$ cat src/rtl/gate_seq_pkg.sv
// Shared types and constants for the gate vector sequencer and its signature register.
package gate_seq_pkg;

  localparam int VEC_W = 4;
  localparam int OUT_W = 10;
  localparam int SIG_W = 16;

  localparam logic [VEC_W-1:0] LAST_VEC = 4'hF;

  typedef enum logic {
    ST_IDLE   = 1'b0,
    ST_SETTLE = 1'b1
  } state_e;

  // One signature step: rotate left by one, then fold in the zero-extended gate outputs.
  function automatic logic [SIG_W-1:0] misr_step(input logic [SIG_W-1:0] sig,
                                                 input logic [OUT_W-1:0] data);
    return {sig[SIG_W-2:0], sig[SIG_W-1]} ^ {{(SIG_W-OUT_W){1'b0}}, data};
  endfunction

endpackage

$ cat src/rtl/gate_seq_misr.sv
// Signature register that compacts captured gate outputs; used when GATE_SEQ_SIGNATURE_EN is defined.
module gate_seq_misr
  import gate_seq_pkg::*;
(
  input  logic             clk,
  input  logic             rst_n,
  input  logic             clr,
  input  logic             en,
  input  logic [OUT_W-1:0] data_in,
  output logic [SIG_W-1:0] sig
);

  logic [SIG_W-1:0] sig_d, sig_q;

  always_comb begin
    sig_d = sig_q;
    if (clr) begin
      sig_d = '0;
    end else if (en) begin
      sig_d = misr_step(sig_q, data_in);
    end
  end

  always_ff @(posedge clk or negedge rst_n) begin
    if (!rst_n) begin
      sig_q <= '0;
    end else begin
      sig_q <= sig_d;
    end
  end

  assign sig = sig_q;

endmodule

$ cat src/rtl/gate_vector_sequencer.sv
// Drives built_in_gates with one vector or all 16, waits SETTLE_CYCLES, then captures the outputs.
// Defining GATE_SEQ_SIGNATURE_EN adds the signature port and its compaction register.
module gate_vector_sequencer
  import gate_seq_pkg::*;
#(
  parameter int SETTLE_CYCLES = 2
) (
  input  logic             clk,
  input  logic             rst_n,
  input  logic             start,
  input  logic             mode,
  input  logic [VEC_W-1:0] vec_in,
  input  logic             abort,
  input  logic [OUT_W-1:0] o_bus,
  output logic             a,
  output logic             b,
  output logic             c,
  output logic             d,
  output logic             busy,
  output logic             cap_valid,
  output logic [VEC_W-1:0] cap_vec,
  output logic [OUT_W-1:0] cap_data,
  output logic             done
`ifdef GATE_SEQ_SIGNATURE_EN
  ,
  output logic [SIG_W-1:0] signature
`endif
);

  localparam int CNT_W = 8;
  localparam logic [CNT_W-1:0] CNT_LOAD = CNT_W'(SETTLE_CYCLES - 1);

  state_e           state_d, state_q;
  logic [VEC_W-1:0] vec_d, vec_q;
  logic [CNT_W-1:0] cnt_d, cnt_q;
  logic             mode_d, mode_q;
  logic             busy_d, busy_q;
  logic             cap_valid_d, cap_valid_q;
  logic [VEC_W-1:0] cap_vec_d, cap_vec_q;
  logic [OUT_W-1:0] cap_data_d, cap_data_q;
  logic             done_d, done_q;

  // vec_q is both the sequence position and the driven gate inputs, so it is zeroed on exit.
  always_comb begin
    state_d     = state_q;
    vec_d       = vec_q;
    cnt_d       = cnt_q;
    mode_d      = mode_q;
    busy_d      = busy_q;
    cap_valid_d = 1'b0;
    cap_vec_d   = cap_vec_q;
    cap_data_d  = cap_data_q;
    done_d      = 1'b0;
    case (state_q)
      ST_IDLE: begin
        if (start) begin
          mode_d  = mode;
          vec_d   = mode ? '0 : vec_in;
          cnt_d   = CNT_LOAD;
          busy_d  = 1'b1;
          state_d = ST_SETTLE;
        end
      end
      ST_SETTLE: begin
        if (abort) begin
          vec_d   = '0;
          cnt_d   = '0;
          busy_d  = 1'b0;
          state_d = ST_IDLE;
        end else if (cnt_q == '0) begin
          cap_valid_d = 1'b1;
          cap_vec_d   = vec_q;
          cap_data_d  = o_bus;
          if (mode_q && (vec_q != LAST_VEC)) begin
            vec_d = vec_q + VEC_W'(1);
            cnt_d = CNT_LOAD;
          end else begin
            vec_d   = '0;
            busy_d  = 1'b0;
            done_d  = 1'b1;
            state_d = ST_IDLE;
          end
        end else begin
          cnt_d = cnt_q - CNT_W'(1);
        end
      end
      default: begin
        vec_d   = '0;
        busy_d  = 1'b0;
        state_d = ST_IDLE;
      end
    endcase
  end

  always_ff @(posedge clk or negedge rst_n) begin
    if (!rst_n) begin
      state_q     <= ST_IDLE;
      vec_q       <= '0;
      cnt_q       <= '0;
      mode_q      <= 1'b0;
      busy_q      <= 1'b0;
      cap_valid_q <= 1'b0;
      cap_vec_q   <= '0;
      cap_data_q  <= '0;
      done_q      <= 1'b0;
    end else begin
      state_q     <= state_d;
      vec_q       <= vec_d;
      cnt_q       <= cnt_d;
      mode_q      <= mode_d;
      busy_q      <= busy_d;
      cap_valid_q <= cap_valid_d;
      cap_vec_q   <= cap_vec_d;
      cap_data_q  <= cap_data_d;
      done_q      <= done_d;
    end
  end

  assign {a, b, c, d} = vec_q;
  assign busy         = busy_q;
  assign cap_valid    = cap_valid_q;
  assign cap_vec      = cap_vec_q;
  assign cap_data     = cap_data_q;
  assign done         = done_q;

`ifdef GATE_SEQ_SIGNATURE_EN
  logic sig_clr, sig_en;

  // Same conditions as an accepted start and a non-aborted capture above.
  assign sig_clr = (state_q == ST_IDLE) && start;
  assign sig_en  = (state_q == ST_SETTLE) && !abort && (cnt_q == '0);

  gate_seq_misr u_misr (
    .clk     (clk),
    .rst_n   (rst_n),
    .clr     (sig_clr),
    .en      (sig_en),
    .data_in (o_bus),
    .sig     (signature)
  );
`endif

endmodule

$ cat config.mk
export PLATFORM = sky130hd
export DESIGN_NAME = gate_vector_sequencer
export DESIGN_NICKNAME = d
export VERILOG_FILES = /design/src/rtl/gate_seq_pkg.sv /design/src/rtl/gate_seq_misr.sv /design/src/rtl/gate_vector_sequencer.sv
export SDC_FILE = /design/constraint.sdc
export NUM_CORES = 1
export LEC_CHECK = 0
export CELL_PAD_IN_SITES_DETAIL_PLACEMENT = 0
export CELL_PAD_IN_SITES_GLOBAL_PLACEMENT = 1
export CORE_MARGIN = 5
export CORE_UTILIZATION = 40
export DETAILED_ROUTE_END_ITERATION = 7
export MAX_ROUTING_LAYER = met4
export PLACE_DENSITY_LB_ADDON = 0.1
export SYNTH_ARGS = -nofsm -noshare
export SYNTH_HDL_FRONTEND = slang
export SYNTH_HIERARCHICAL = 1
export SYNTH_SLANG_ARGS = --single-unit
$ cat constraint.sdc
create_clock -name clk -period 3.01 [get_ports clk]
set_input_delay 0.602 -clock clk [delete_from_list [all_inputs] [get_ports clk]]
set_output_delay 0.602 -clock clk [all_outputs]
set_load 0.01 [all_outputs]
==> results of run 1 <==
==> layout by cell type, fill, tap and decap left out, drive strengths merged, types with 3 or more instances in the layout <==
cell type,netlist,routed
clkdlybuf4s50,0,39
dfrtp,31,31
mux2,17,17
o21ai,12,12
nand2,7,7
a21oi,6,6
clkbuf,0,6
inv,5,5
nor2,5,5
nand3,4,4
nand2b,3,3
or3,3,3
ha,3,3
==> per-layer routing <==
layer | part of all wire [%] | track usage [%] | up-vias | wire length [um]
li1 | - | - | 562 | -
met1 | 47 | 17.4 | 550 | 1500
met2 | 49 | 21.7 | 20 | 1580
met3 | 3.7 | 4.35 | 2 | 119
met4 | 0.53 | 3.13 | 0 | 17
met5 | 0 | - | - | 0
==> per-stage QoR <==
stage	utilization [%]	instances	total power, mW	hold slack, ps
3_5_place_dp	53.3	213	1.77	485
4_1_cts	56.5	221	2.20	500
3_3_place_gp	53.3	213	1.75	472
5_1_grt	56.5	221	2.33	518
2_1_floorplan	-	127	1.37	306
6_report	56.5	221	2.18	494
==> cell type report <==
class	instances	area, um^2
fillers	340	1590
inverters	5	18.8
clock buffers	6	82.6
repair buffers	40	398
well taps	48	60.1
multi-input cells	89	699
clock inverters	2	35.0
flip-flops and latches	31	776
==> cells by family after synthesis <==
group | after synthesis | synth area share (%)
AND/OR/NAND/NOR | 35 | 14.9
AO/OA/AOI/OAI | 32 | 14.8
flip-flops | 31 | 51.2
multiplexers | 19 | 13.9
buffers and inverters | 7 | 2.72
adder cells (fa/ha/maj) | 3 | 2.48
==> how the worst min path moves through the flow <==
| stage | endpoint | slack (ps) | cells after the start |
|---|---|---|---|
| 6_report | cap_data[4]$_DFFE_PN0P_ | 490 | 1 |
| 5_1_grt | cap_data[4]$_DFFE_PN0P_ | 520 | 1 |
| 3_3_place_gp | cap_data[4]$_DFFE_PN0P_ | 470 | 1 |
| 2_1_floorplan | busy$_DFFE_PN0P_ | 310 | 0 |
| 4_1_cts | cap_data[4]$_DFFE_PN0P_ | 500 | 1 |
| 3_5_place_dp | cap_data[4]$_DFFE_PN0P_ | 490 | 1 |
==> flip-flops by register name, indices dropped and copies added (netlist names), 4 cells and up <==
name / count
cap_data: 10
cnt_q: 8
cap_vec: 4
vec_q: 4
==> power groups by stage <==
stage                     registers, mW  clock network, mW  logic, mW
after floorplan                   0.791                  0      0.576
after global placement            0.757                  0      0.992
after detailed placement          0.768                  0       1.00
after CTS                         0.761              0.426       1.01
after global routing              0.799              0.447       1.09
final                             0.763              0.417      0.996
==> run_results.csv, run 1 <==
group,metric,value,unit
logic_synthesis,yosysTopAreaCell,"dfrtp_1",
logic_synthesis,yosysSeqAreaShare,51.2,%
logic_synthesis,avgSynthCellArea,11.9,um^2
route,ant_nets,0,
route,drt_wl_total,3220,um
sta,setup_viol,0,
clock_network,cts_buffers,5,
setup_path,r2r_slack,720,ps
setup_path,r2r-end,"cnt_q[4]$_DFFE_PN0P_",
pwr,irDropWorstVdd,411,uV
logic_synthesis,ys_types,41,
sta,fin_ws,722,ps
sta,slew_headroom,53.9,%
sta,skew,4.10,ps
setup_path,end_kind,"register",
setup_path,path_cells,"inv_1, ha_1, or3b_1, a2111oi_4, nand3b_2, mux2i_1",
logic_synthesis,synth_area_leaders,"dfrtp_1 51%, mux2_2 12%, o21ai_0 3.3%",
logic_synthesis,ys_seq_elements,31,
clock_network,cts.repair.resized,0,
route,vias_per_cell,5.13,
sta,fin_tns_setup,0,ps
clock_network,root_buffer,"clkbuf_8",
setup_path,crit_family,"compound AO/OA/AOI/OAI gates",
final_layout,nets,194,
route,routed-via-count,1134,
setup_path,slowest_delay,700,ps
final_layout,area_growth,36.5,%
sta,rsz0062_at_grt,"false",
die,rows,22,
global_route,grt_usage,13.8,%
sta,max_freq,437,MHz
die,die_h,71.6,um
logic_synthesis,netlist_area,0.00152,mm^2
setup_path,r2r-start,"cnt_q[0]$_DFFE_PN0P_",
global_route,grt_pass1_wl,5430,um
route,drt-wirelength-per-cell,14.6,um
setup_path,worstSetupPathType,"reg -> reg",
global_route,grt_max_degree,32,
setup_path,start_kind,"register",
route,drt-pass1-iter-count,4,
placement,portBuffers,39,
clock_network,cts-htree-levels,2,
logic_synthesis,synth_cells,127,
die,die_width,71.6,um
route,drc,0,
placement,dp_hpwl,2330,um
setup_path,reg2reg_depth,6,
global_route,grt_overflow,0,
pwr,p_seq_share,35.1,%
final_layout,drive_above_1_share,20.8,%
setup_path,critPathSlowestCell,"a2111oi_4",
placement,place_ws,545,ps
pwr,switching_share,35.2,%
pwr,power.internal,1.41,mW
logic_synthesis,yosysMostFrequentCell,"dfrtp_1",
route,drt_iter0_markers,60,
pwr,leakagePower,0.892,nW
die,coreArea,0.00366,mm^2
die,design.portCount,40,
sta,drv_slew,0,
die,dieArea,0.00512,mm^2
global_route,antenna_found_initial,0,
pwr,p_per_area,1050,mW/mm^2
outcome,outcome,"finished, final reports clean",
setup_path,cp_max_fo,13,
pwr,pwr-share-clk,19.2,%
setup_path,cp-endpoint,"cnt_q[4]$_DFFE_PN0P_",
logic_synthesis,yosys-top-cells-count,"31 x dfrtp_1, 16 x mux2_2, 10 x o21ai_0, 6 x a21oi_1, 6 x nand2_1",
placement,placed_area,0.00195,mm^2
min_path,hold_start,"cap_data[4]$_DFFE_PN0P_",
clock_network,cts_hold_buf,0,
sta,tightest_slew,691,ps
placement,place.gp.congestion,0.820,
logic_synthesis,synth_top_area_share,51.2,%
setup_path,crit_cells,6,
clock_network,cts_max_path_buffers,2,
logic_synthesis,yosys_warnings,6,
setup_path,critPathArrivalTime,2490,ps
sta,post-route-period-util,76.0,%
clock_network,cts.sinks,31,
setup_path,critPathBufInv,1,
job,cap_violations,0,
setup_path,startpoint,"cnt_q[0]$_DFFE_PN0P_",
clock_network,cts_tree,"done",
logic_synthesis,synth_edf_count,0,
die,start_util,41.4,%
setup_path,cp.required,3210,ps
final_layout,fin_area,0.00207,mm^2
clock_network,post_cts.repair.setup_buffers,0,
pwr,power_switching,0.766,mW
clock_network,clk_pin_slew,60,ps
sta,hold_violations,0,
pwr,comb_power_share,45.8,%
clock_network,insertion_delay,270,ps
logic_synthesis,async_flop_share,100,%
logic_synthesis,syn-num-nets,149,
logic_synthesis,synthFlopType,"dfrtp_1",
min_path,min_path_type,"reg -> reg",
final_layout,insertedDiodeCount,0,
sta,fin_crit,2290,ps
global_route,grt_pass1_vias,1151,
(Power assumes the default switching activity.)
==> run 2: changes to the inputs <==
CORE_UTILIZATION = 37   (was 40)
clock period = 2.27 ns   (was 3.01 ns; I/O delays follow)
==> run_results.csv, run 2 (synthesis gave the netlist of run 1 again) <==
group,metric,value,unit
setup_path,worstSetupPathType,"reg -> reg",
min_path,min_path_type,"reg -> reg",
setup_path,start_kind,"register",
final_layout,insertedDiodeCount,0,
clock_network,cts.sinks,31,
sta,rsz0062_at_grt,"false",
setup_path,cp.required,2460,ps
sta,slew_headroom,72.7,%
clock_network,clk_pin_slew,70,ps
route,routed-via-count,1184,
global_route,grt_overflow,0,
sta,fin_ws,235,ps
global_route,antenna_found_initial,0,
pwr,leakagePower,0.920,nW
final_layout,drive_above_1_share,23.5,%
final_layout,fin_area,0.00212,mm^2
final_layout,nFillCells,345,
route,drt_iter0_markers,47,
die,start_util,37.9,%
clock_network,cts_buffers,5,
final_layout,area_growth,39.6,%
route,ant_nets,0,
sta,hold_violations,0,
placement,place.gp.congestion,0.804,
final_layout,layoutNonFillerInstCount,229,
route,drt-wirelength-per-cell,14.4,um
setup_path,end_kind,"register",
setup_path,critPathSlowestCell,"or3b_1",
final_layout,layout_commonest_cell,"clkdlybuf4s50_1",
final_layout,largest_reg_flops,10,
global_route,grt_usage,13.4,%
placement,dp.cells,221,
setup_path,cp_max_fo,10,
placement,dp_hpwl,2490,um
clock_network,cts-htree-levels,2,
global_route,grt_pass1_vias,1185,
die,rows,23,
sta,drv_slew,0,
placement,place_ws,45.1,ps
clock_network,post_cts.repair.setup_buffers,0,
die,design.portCount,40,
die,die_h,74.0,um
outcome,outcome,"finished, final reports clean",
clock_network,cts_tree,"done",
final_layout,layout_common_cells,"39 x clkdlybuf4s50_1, 31 x dfrtp_1, 16 x mux2_2",
setup_path,path_cells,"inv_1, ha_1, or3b_1, a2111oi_4, buf_4, nor3_2, mux2i_1",
pwr,irDropWorstVdd,682,uV
die,dieArea,0.00548,mm^2
job,cap_violations,0,
setup_path,crit_family,"simple AND/OR/NAND/NOR gates",
placement,placed_area,0.00200,mm^2
route,drt-pass1-iter-count,4,
pwr,total_power,2.91,mW
clock_network,insertion_delay,280,ps
die,die_width,74.0,um
clock_network,root_buffer,"clkbuf_8",
pwr,p_per_area,1370,mW/mm^2
sta,fin_crit,2040,ps
route,drc,0,
clock_network,cts.repair.resized,0,
sta,tightest_slew,404,ps
sta,post-route-period-util,89.7,%
setup_path,critPathBufInv,2,
placement,portBuffers,39,
global_route,grt_max_degree,32,
die,coreArea,0.00400,mm^2
setup_path,slowest_delay,430,ps
sta,fin_tns_setup,0,ps
sta,skew,3.86,ps
final_layout,nets,200,
global_route,grt_pass1_wl,5440,um
sta,setup_viol,0,
clock_network,cts_hold_buf,0,
route,drt_wl_total,3290,um
setup_path,critPathArrivalTime,2230,ps
clock_network,cts_max_path_buffers,2,
sta,max_freq,491,MHz
route,vias_per_cell,5.17,
-- run 2: worst paths after layout --
kind,start,to,slack (ps),depth (start not counted)
setup / recovery,cnt_q[0]$_DFFE_PN0P_,cnt_q[7]$_DFFE_PN0P_,230,7
hold / removal,cap_data[4]$_DFFE_PN0P_,cap_data[4]$_DFFE_PN0P_,490,1
setup reg to reg,cnt_q[0]$_DFFE_PN0P_,cnt_q[7]$_DFFE_PN0P_,230,7
hold reg to reg,cap_data[4]$_DFFE_PN0P_,cap_data[4]$_DFFE_PN0P_,490,1
max in group asynchronous,rst_n,cap_valid$_DFF_PN0_,1410,2
min in group asynchronous,rst_n,cap_data[2]$_DFFE_PN0P_,560,2
-- run 2: power breakdown --
group          switching [mW]  total, mW  internal [mW]
clock                   0.201      0.556          0.355
sequential              0.199      0.993          0.794
combinational           0.604       1.36          0.755
total                    1.00       2.91           1.90
-- run 2: final cells by class --
type	count	area [um^2]	share of cell area (%)
Clock buffer	6	82.6	3.90
Multi-Input combinational cell	89	699	33.0
Tap cell	50	62.6	2.96
Inverter	5	18.8	0.887
Clock inverter	2	35.0	1.65
Sequential cell	31	776	36.6
Timing Repair Buffer	46	443	20.9
-- run 2: layer usage --
layer / up-vias / global-route usage (%) / part of all wire [%]
met4: 0 / 4.83 / 1.5
met1: 576 / 15.2 / 43
met2: 31 / 21.9 / 48
li1: 571 / - / -
met5: - / - / 0
met3: 6 / 4.59 / 7.7
-- run 2: metrics by stage --
step                utilization [%]  hold slack, ps
finish                         52.9             494
global route                   52.9             529
CTS                            52.9             500
detailed placement             50.0             485
global placement               50.0             475
floorplan                         -             158
==> run 3: changes to the inputs <==
SYNTH_HIERARCHICAL = unset   (was 1)
==> results of run 3 <==
The final DEF is identical to that of run 2; final timing and power are the same.
Among the figures that moved: Yosys warning count 6 -> 0
